## config.mk

```make
export PLATFORM = sky130hd
export DESIGN_NAME = cellram_arbiter
export DESIGN_NICKNAME = d
export VERILOG_FILES = /design/src/rtl/cellram_pkg.sv /design/src/rtl/rr_arb2.sv /design/src/rtl/cellram_arbiter.sv
export SDC_FILE = /design/constraint.sdc
export NUM_CORES = 1
export LEC_CHECK = 0
export BUFFER_PORTS_ARGS = -buffer_cell sky130_fd_sc_hd__clkbuf_2
export CAP_MARGIN = 20
export CORE_AREA = 2 2 63 79
export CTS_BUF_LIST = sky130_fd_sc_hd__clkbuf_2 sky130_fd_sc_hd__clkbuf_4 sky130_fd_sc_hd__clkbuf_8
export DETAILED_ROUTE_END_ITERATION = 6
export DIE_AREA = 0 0 65 81
export PLACE_DENSITY = 0.87
export RECOVER_POWER = 100
export SLEW_MARGIN = 10
export SYNTH_ARGS = -nofsm -noshare
export SYNTH_HDL_FRONTEND = slang
export SYNTH_SLANG_ARGS = --single-unit
```

## constraint.sdc

```tcl
create_clock -name clk -period 4.6 [get_ports clk]
set_input_delay 0.46 -clock clk [delete_from_list [all_inputs] [get_ports clk]]
set_output_delay 0.46 -clock clk [all_outputs]
set_load 0.005 [all_outputs]
```

## src/rtl/cellram_pkg.sv

```systemverilog
// Shared widths, port indices, default region bases and FSM encoding for the
// cellular-RAM read arbiter.
package cellram_pkg;

    localparam int RAM_AW = 23;
    localparam int REQ_AW = 20;
    localparam int DW     = 16;

    localparam logic PORT_CHR = 1'b0;
    localparam logic PORT_PRG = 1'b1;

    localparam logic [RAM_AW-1:0] CHR_BASE_DEF = 23'h000000;
    localparam logic [RAM_AW-1:0] PRG_BASE_DEF = 23'h100000;

    typedef enum logic [1:0] {
        IDLE   = 2'd0,
        ACCESS = 2'd1,
        DONE   = 2'd2
    } state_e;

    // Region offset is applied modulo 2^23, so a base near the top wraps.
    function automatic logic [RAM_AW-1:0] map_addr(input logic [RAM_AW-1:0] base,
                                                   input logic [REQ_AW-1:0] addr);
        return base + {{(RAM_AW-REQ_AW){1'b0}}, addr};
    endfunction

endpackage

```

## src/rtl/rr_arb2.sv

```systemverilog
// Two-input round-robin grant; the caller owns the last-grant register.
module rr_arb2
    import cellram_pkg::*;
(
    input  logic req0_i,
    input  logic req1_i,
    input  logic last_grant_i,
    output logic gnt_vld_o,
    output logic gnt_port_o
);

    always_comb begin
        gnt_vld_o  = req0_i | req1_i;
        gnt_port_o = PORT_CHR;
        if (req0_i && req1_i) begin
            gnt_port_o = ~last_grant_i;
        end else if (req1_i) begin
            gnt_port_o = PORT_PRG;
        end
    end

endmodule

```

## src/rtl/cellram_arbiter.sv

```systemverilog
// Round-robin CHR/PRG read arbiter driving async cellular RAM with a fixed
// number of wait states per word; every output comes straight from a flop.
module cellram_arbiter
    import cellram_pkg::*;
#(
    parameter int unsigned       WAIT_CYCLES = 7,
    parameter logic [RAM_AW-1:0] CHR_BASE    = CHR_BASE_DEF,
    parameter logic [RAM_AW-1:0] PRG_BASE    = PRG_BASE_DEF
) (
    input  logic              clk,
    input  logic              rst,
    input  logic              chr_req,
    input  logic [REQ_AW-1:0] chr_addr,
    output logic              chr_req_ack,
    output logic              chr_ready,
    input  logic              prg_req,
    input  logic [REQ_AW-1:0] prg_addr,
    output logic              prg_req_ack,
    output logic              prg_ready,
    output logic [DW-1:0]     rd_data,
    output logic [RAM_AW-1:0] ram_a,
    input  logic [DW-1:0]     ram_dq,
    output logic              ram_ce_n,
    output logic              ram_oe_n,
    output logic              ram_we_n,
    output logic              ram_adv_n,
    output logic              ram_ub_n,
    output logic              ram_lb_n
);

    localparam logic [3:0] CNT_INIT = 4'(WAIT_CYCLES - 1);

    state_e            state_q, state_d;
    logic [3:0]        cnt_q, cnt_d;
    logic              grant_q, grant_d;
    logic [RAM_AW-1:0] ram_a_q, ram_a_d;
    logic [DW-1:0]     rd_data_q, rd_data_d;
    logic              sel_n_q, sel_n_d;
    logic              chr_ack_q, chr_ack_d, prg_ack_q, prg_ack_d;
    logic              chr_rdy_q, chr_rdy_d, prg_rdy_q, prg_rdy_d;
    logic              gnt_vld, gnt_port;

    rr_arb2 u_rr_arb2 (
        .req0_i       (chr_req),
        .req1_i       (prg_req),
        .last_grant_i (grant_q),
        .gnt_vld_o    (gnt_vld),
        .gnt_port_o   (gnt_port)
    );

    // grant_q is both the in-flight port index and the round-robin history.
    always_ff @(posedge clk or posedge rst) begin
        if (rst) begin
            state_q   <= IDLE;
            cnt_q     <= '0;
            grant_q   <= PORT_PRG;
            ram_a_q   <= '0;
            rd_data_q <= '0;
            sel_n_q   <= 1'b1;
            chr_ack_q <= 1'b0;
            prg_ack_q <= 1'b0;
            chr_rdy_q <= 1'b0;
            prg_rdy_q <= 1'b0;
        end else begin
            state_q   <= state_d;
            cnt_q     <= cnt_d;
            grant_q   <= grant_d;
            ram_a_q   <= ram_a_d;
            rd_data_q <= rd_data_d;
            sel_n_q   <= sel_n_d;
            chr_ack_q <= chr_ack_d;
            prg_ack_q <= prg_ack_d;
            chr_rdy_q <= chr_rdy_d;
            prg_rdy_q <= prg_rdy_d;
        end
    end

    always_comb begin
        state_d = state_q;
        cnt_d   = cnt_q;
        grant_d = grant_q;
        ram_a_d = ram_a_q;
        case (state_q)
            IDLE: begin
                if (gnt_vld) begin
                    state_d = ACCESS;
                    cnt_d   = CNT_INIT;
                    grant_d = gnt_port;
                    ram_a_d = (gnt_port == PORT_PRG) ? map_addr(PRG_BASE, prg_addr)
                                                     : map_addr(CHR_BASE, chr_addr);
                end
            end
            ACCESS: begin
                if (cnt_q == '0) begin
                    state_d = DONE;
                end else begin
                    cnt_d = cnt_q - 4'd1;
                end
            end
            DONE:    state_d = IDLE;
            default: state_d = IDLE;
        endcase
    end

    // Registered outputs are decoded from the upcoming state so they line up
    // with the state they belong to.
    always_comb begin
        sel_n_d   = (state_d != ACCESS);
        chr_ack_d = (state_q == IDLE) && (state_d == ACCESS) && (grant_d == PORT_CHR);
        prg_ack_d = (state_q == IDLE) && (state_d == ACCESS) && (grant_d == PORT_PRG);
        chr_rdy_d = (state_d == DONE) && (grant_q == PORT_CHR);
        prg_rdy_d = (state_d == DONE) && (grant_q == PORT_PRG);
        rd_data_d = (state_d == DONE) ? ram_dq : rd_data_q;
    end

    assign chr_req_ack = chr_ack_q;
    assign prg_req_ack = prg_ack_q;
    assign chr_ready   = chr_rdy_q;
    assign prg_ready   = prg_rdy_q;
    assign rd_data     = rd_data_q;
    assign ram_a       = ram_a_q;
    assign ram_ce_n    = sel_n_q;
    assign ram_oe_n    = sel_n_q;
    assign ram_we_n    = 1'b1;
    assign ram_adv_n   = 1'b0;
    assign ram_ub_n    = 1'b0;
    assign ram_lb_n    = 1'b0;

endmodule

```

==> results.sh <==
export IMPL_power_density_nw_per_um2=579
export IMPL_post_place_ws_ns=2.41
export IMPL_arrival_ns=3.11
export IMPL_status="finished, violations left"
export IMPL_synth_ff_latch_count=49
export IMPL_max_cap_violations=1
export IMPL_fmax_mhz=345
export IMPL_netlist_area_leader_share_pct=52.9
export IMPL_critical_path_class="reg2reg"
export IMPL_wl_mm=4.36
export IMPL_boundaryPins=109
export IMPL_ctsResizeCount=0
export IMPL_drt_wirelength_per_cell_um=12.8
export IMPL_top_cells_by_area_synth="sky130_fd_sc_hd__dfrtp_1 53%, sky130_fd_sc_hd__o21ai_0 9.7%, sky130_fd_sc_hd__mux2i_1 9.4%"
export IMPL_fin_nets=340
export IMPL_port_buffers=102
export IMPL_failed_checks="max-capacitance violations, max-slew violations"
export IMPL_cp_end_kind="flop"
export IMPL_num_rows=28
export IMPL_worst_hold_check_path_type="in2async"
export IMPL_rr_worst_depth=3
export IMPL_reg2reg_slack_ns=1.70
export IMPL_yosysUniqueCellTypes=33
export IMPL_start_kind="flop"
export IMPL_clock_tree_root_cell="sky130_fd_sc_hd__clkbuf_8"
export IMPL_post_cts_buffers=0
export IMPL_worst_pin_slew_ns=2.52
export IMPL_cts_buffers_inserted=5
export IMPL_fin_worst_hold_slack_ns=0.313
export IMPL_worstSkewPairLatency_ns=0.30
export IMPL_timing_critical_path_fanout_max=24
export IMPL_regToRegStartpoint="grant_q"
export IMPL_grt_overflow=0
export IMPL_floorplan_die_area_um2=5270
export IMPL_final_critical_path_setup_slack_ns=1.70
export IMPL_synth_warnings=0
export IMPL_coreArea_um2=4590
export IMPL_largest_net_degree_at_the_start_of_global_routing=50
export IMPL_first_pass_detailed_route_iteration_total=4
export IMPL_rr_endpoint="ram_a[11]"
export IMPL_cts_htree_levels=2
export IMPL_route_antenna_remaining_nets=0
export IMPL_synth_compound_area_share_pct=12.3
export IMPL_synth_async_sr_flop_share_pct=100
export IMPL_timing_final_hold_violations=0
export IMPL_synth_xor_area_share_pct=0
export IMPL_slew_viol_final=25
export IMPL_synth_top_family_by_area="multiplexers"
export IMPL_final_min_period_over_clock_period_pct=63.0
export IMPL_synth_largest_area_cell="sky130_fd_sc_hd__dfrtp_1"
export IMPL_clock_skew_ns=0.0135
export IMPL_ys_flop_type="sky130_fd_sc_hd__dfrtp_1"
export IMPL_cts_hold_repair_buffers=0
export IMPL_max_vdd_ir_drop_v=0.000258
export IMPL_relSlewSlack_pct=-68.5
export IMPL_fin_util_pct=59.3
export IMPL_route_vias_total=1691
export IMPL_floorplan_die_height_um=81
export IMPL_synth_yosys_seq_area_share_pct=55.2
export IMPL_grt_first_pass_wirelength_mm=7.07
export IMPL_synth_enable_flop_cells=0
export IMPL_drive_gt1_share_pct=37.9
export IMPL_rsz0062_at_grt="no"
export IMPL_drt_initial_drc_count=45
export IMPL_remaining_drc_errors=0
export IMPL_netlist_instances=182
export IMPL_antenna_found_initial=0
export IMPL_dpl_hpwl_mm=3.20
export IMPL_synth_simple_gate_area_share_pct=4.61
export IMPL_syn_cell_area_um2=2220
export IMPL_initial_core_util_pct=48.5
export IMPL_gpl_final_weighted_congestion=0.692
export IMPL_tritoncts_num_sinks=49
export IMPL_required_ns=4.81
export IMPL_die_width_um=65
export IMPL_area_growth_synth_to_final_pct=22.3
export IMPL_finalSetupViolCount=0
export IMPL_crit_path_start="grant_q"
export IMPL_final_setup_tns_ns=0
export IMPL_tritoncts_clock_tree="done"
export IMPL_post_drt_via_cell_ratio=4.97
export IMPL_power_leakage_uw=0.00135
export IMPL_diodes=0
export IMPL_grtUsageTotal_pct=17.1
export IMPL_cts_max_path_buffers=2
export IMPL_synth_mux_area_fraction_pct=19.7
export IMPL_synthAdderAreaFrac_pct=0.562
export IMPL_layout_min_cycle_time_ns=2.90
export IMPL_clk_pin_slew_ns=0.09
export IMPL_vias_in_the_first_global_route=1658
export IMPL_synth_avg_cell_area_um2=12.2
[worst max-delay path, stage by stage, from the launching register on]
cell and delay, ns:
sky130_fd_sc_hd__dfstp_1 0.40, sky130_fd_sc_hd__a21boi_1 1.89, sky130_fd_sc_hd__mux2i_1 0.25, sky130_fd_sc_hd__o21ai_0 0.28
[per-stage QoR]
| step | instances | power (uW) | area (um2) |
|---|---|---|---|
| global route | 340 | 1710 | 2720 |
| global placement | 331 | 1380 | 2710 |
| finish | 340 | 1580 | 2720 |
| CTS | 339 | 1660 | 2790 |
| detailed placement | 331 | 1410 | 2710 |
| floorplan | 186 | 1160 | 2240 |
[layout make-up]
class                   instances  area [um2]
fillers                       431        1870
multi-input cells             112         812
clock inverters                 3        17.5
well taps                      60        75.1
inverters                       7        26.3
flip-flops and latches         49        1230
repair buffers                104         493
clock buffers                   5        68.8
[per-layer routing]
layer | routed length [um] | share of wire, % | up-vias | global-route usage, %
met1 | 1730 | 40 | 801 | 19.1
met2 | 2290 | 53 | 69 | 32.1
met5 | 0 | 0 | - | 0
li1 | - | - | 817 | -
met3 | 299 | 6.9 | 4 | 5.12
met4 | 34 | 0.78 | 0 | 3.19
[cells in the final DEF, fill, tap and decap left out]
cell,instances
sky130_fd_sc_hd__ha_1,1
sky130_fd_sc_hd__and2_1,1
sky130_fd_sc_hd__a221o_1,1
sky130_fd_sc_hd__nor2b_1,2
sky130_fd_sc_hd__o21ai_0,43
sky130_fd_sc_hd__mux2_2,16
sky130_fd_sc_hd__o22ai_1,1
sky130_fd_sc_hd__nor3b_1,1
sky130_fd_sc_hd__and4bb_1,1
sky130_fd_sc_hd__or3_1,1
sky130_fd_sc_hd__dfstp_2,1
sky130_fd_sc_hd__clkinvlp_4,1
sky130_fd_sc_hd__nor2_1,3
sky130_fd_sc_hd__a21oi_1,1
sky130_fd_sc_hd__o21bai_1,1
sky130_fd_sc_hd__nand2_1,1
sky130_fd_sc_hd__and3_1,1
sky130_fd_sc_hd__mux2i_1,21
sky130_fd_sc_hd__dfrtp_1,47
sky130_fd_sc_hd__nand2b_1,1
sky130_fd_sc_hd__clkbuf_1,24
sky130_fd_sc_hd__mux2_1,2
sky130_fd_sc_hd__conb_1,6
sky130_fd_sc_hd__a21boi_1,1
sky130_fd_sc_hd__a31oi_1,1
sky130_fd_sc_hd__buf_4,1
sky130_fd_sc_hd__clkbuf_8,5
sky130_fd_sc_hd__dfstp_1,1
sky130_fd_sc_hd__clkinv_2,2
sky130_fd_sc_hd__clkbuf_2,79
sky130_fd_sc_hd__o221a_2,1
sky130_fd_sc_hd__inv_1,7
sky130_fd_sc_hd__nor3_1,3
sky130_fd_sc_hd__or2b_1,1
[cells by family (layout without fill, tap and decap cells)]
kind of cell             Yosys count  in the layout
multiplexers                      39             39
AND/OR/NAND/NOR                   16             16
other                              2              6
adder cells (fa/ha/maj)            1              1
AO/OA/AOI/OAI                     50             50
buffers and inverters             25            119
flip-flops                        49             49
[state kept, by name, indices dropped and copies added (netlist names)]
name         cells
prg_req_ack      1
chr_req_ack      1
ram_a           21
state_q          2
cnt_q            4
grant_q          1
rd_data         16
chr_ready        1
ram_ce_n         1
prg_ready        1
[synth_stat cells (all sizes together), types with 2 or more instances]
| library cell | count |
|---|---|
| o21ai | 43 |
| dfstp | 2 |
| nor2b | 2 |
| clkbuf | 4 |
| mux2i | 21 |
| nor2 | 3 |
| nor3 | 3 |
| mux2 | 18 |
| conb | 2 |
| inv | 7 |
| dfrtp | 47 |
| buf | 14 |
[power breakdown]
| part | total [uW] | internal [uW] | switching [uW] |
|---|---|---|---|
| combinational | 569 | 297 | 272 |
| sequential | 763 | 635 | 128 |
| clock | 243 | 105 | 138 |
| total | 1580 | 1040 | 538 |
[worst max-delay path by stage]
| stage | end | slack (ns) | cells after the start |
|---|---|---|---|
| after floorplan | chr_ready | 2.97 | 1 |
| after global placement | rd_data[3] | 2.49 | 3 |
| after detailed placement | rd_data[0] | 2.41 | 3 |
| after CTS | rd_data[0] | 2.41 | 3 |
| after global routing | ram_a[11] | 1.43 | 3 |
| final | ram_a[11] | 1.70 | 3 |
Power figures use the tool's default switching activity.
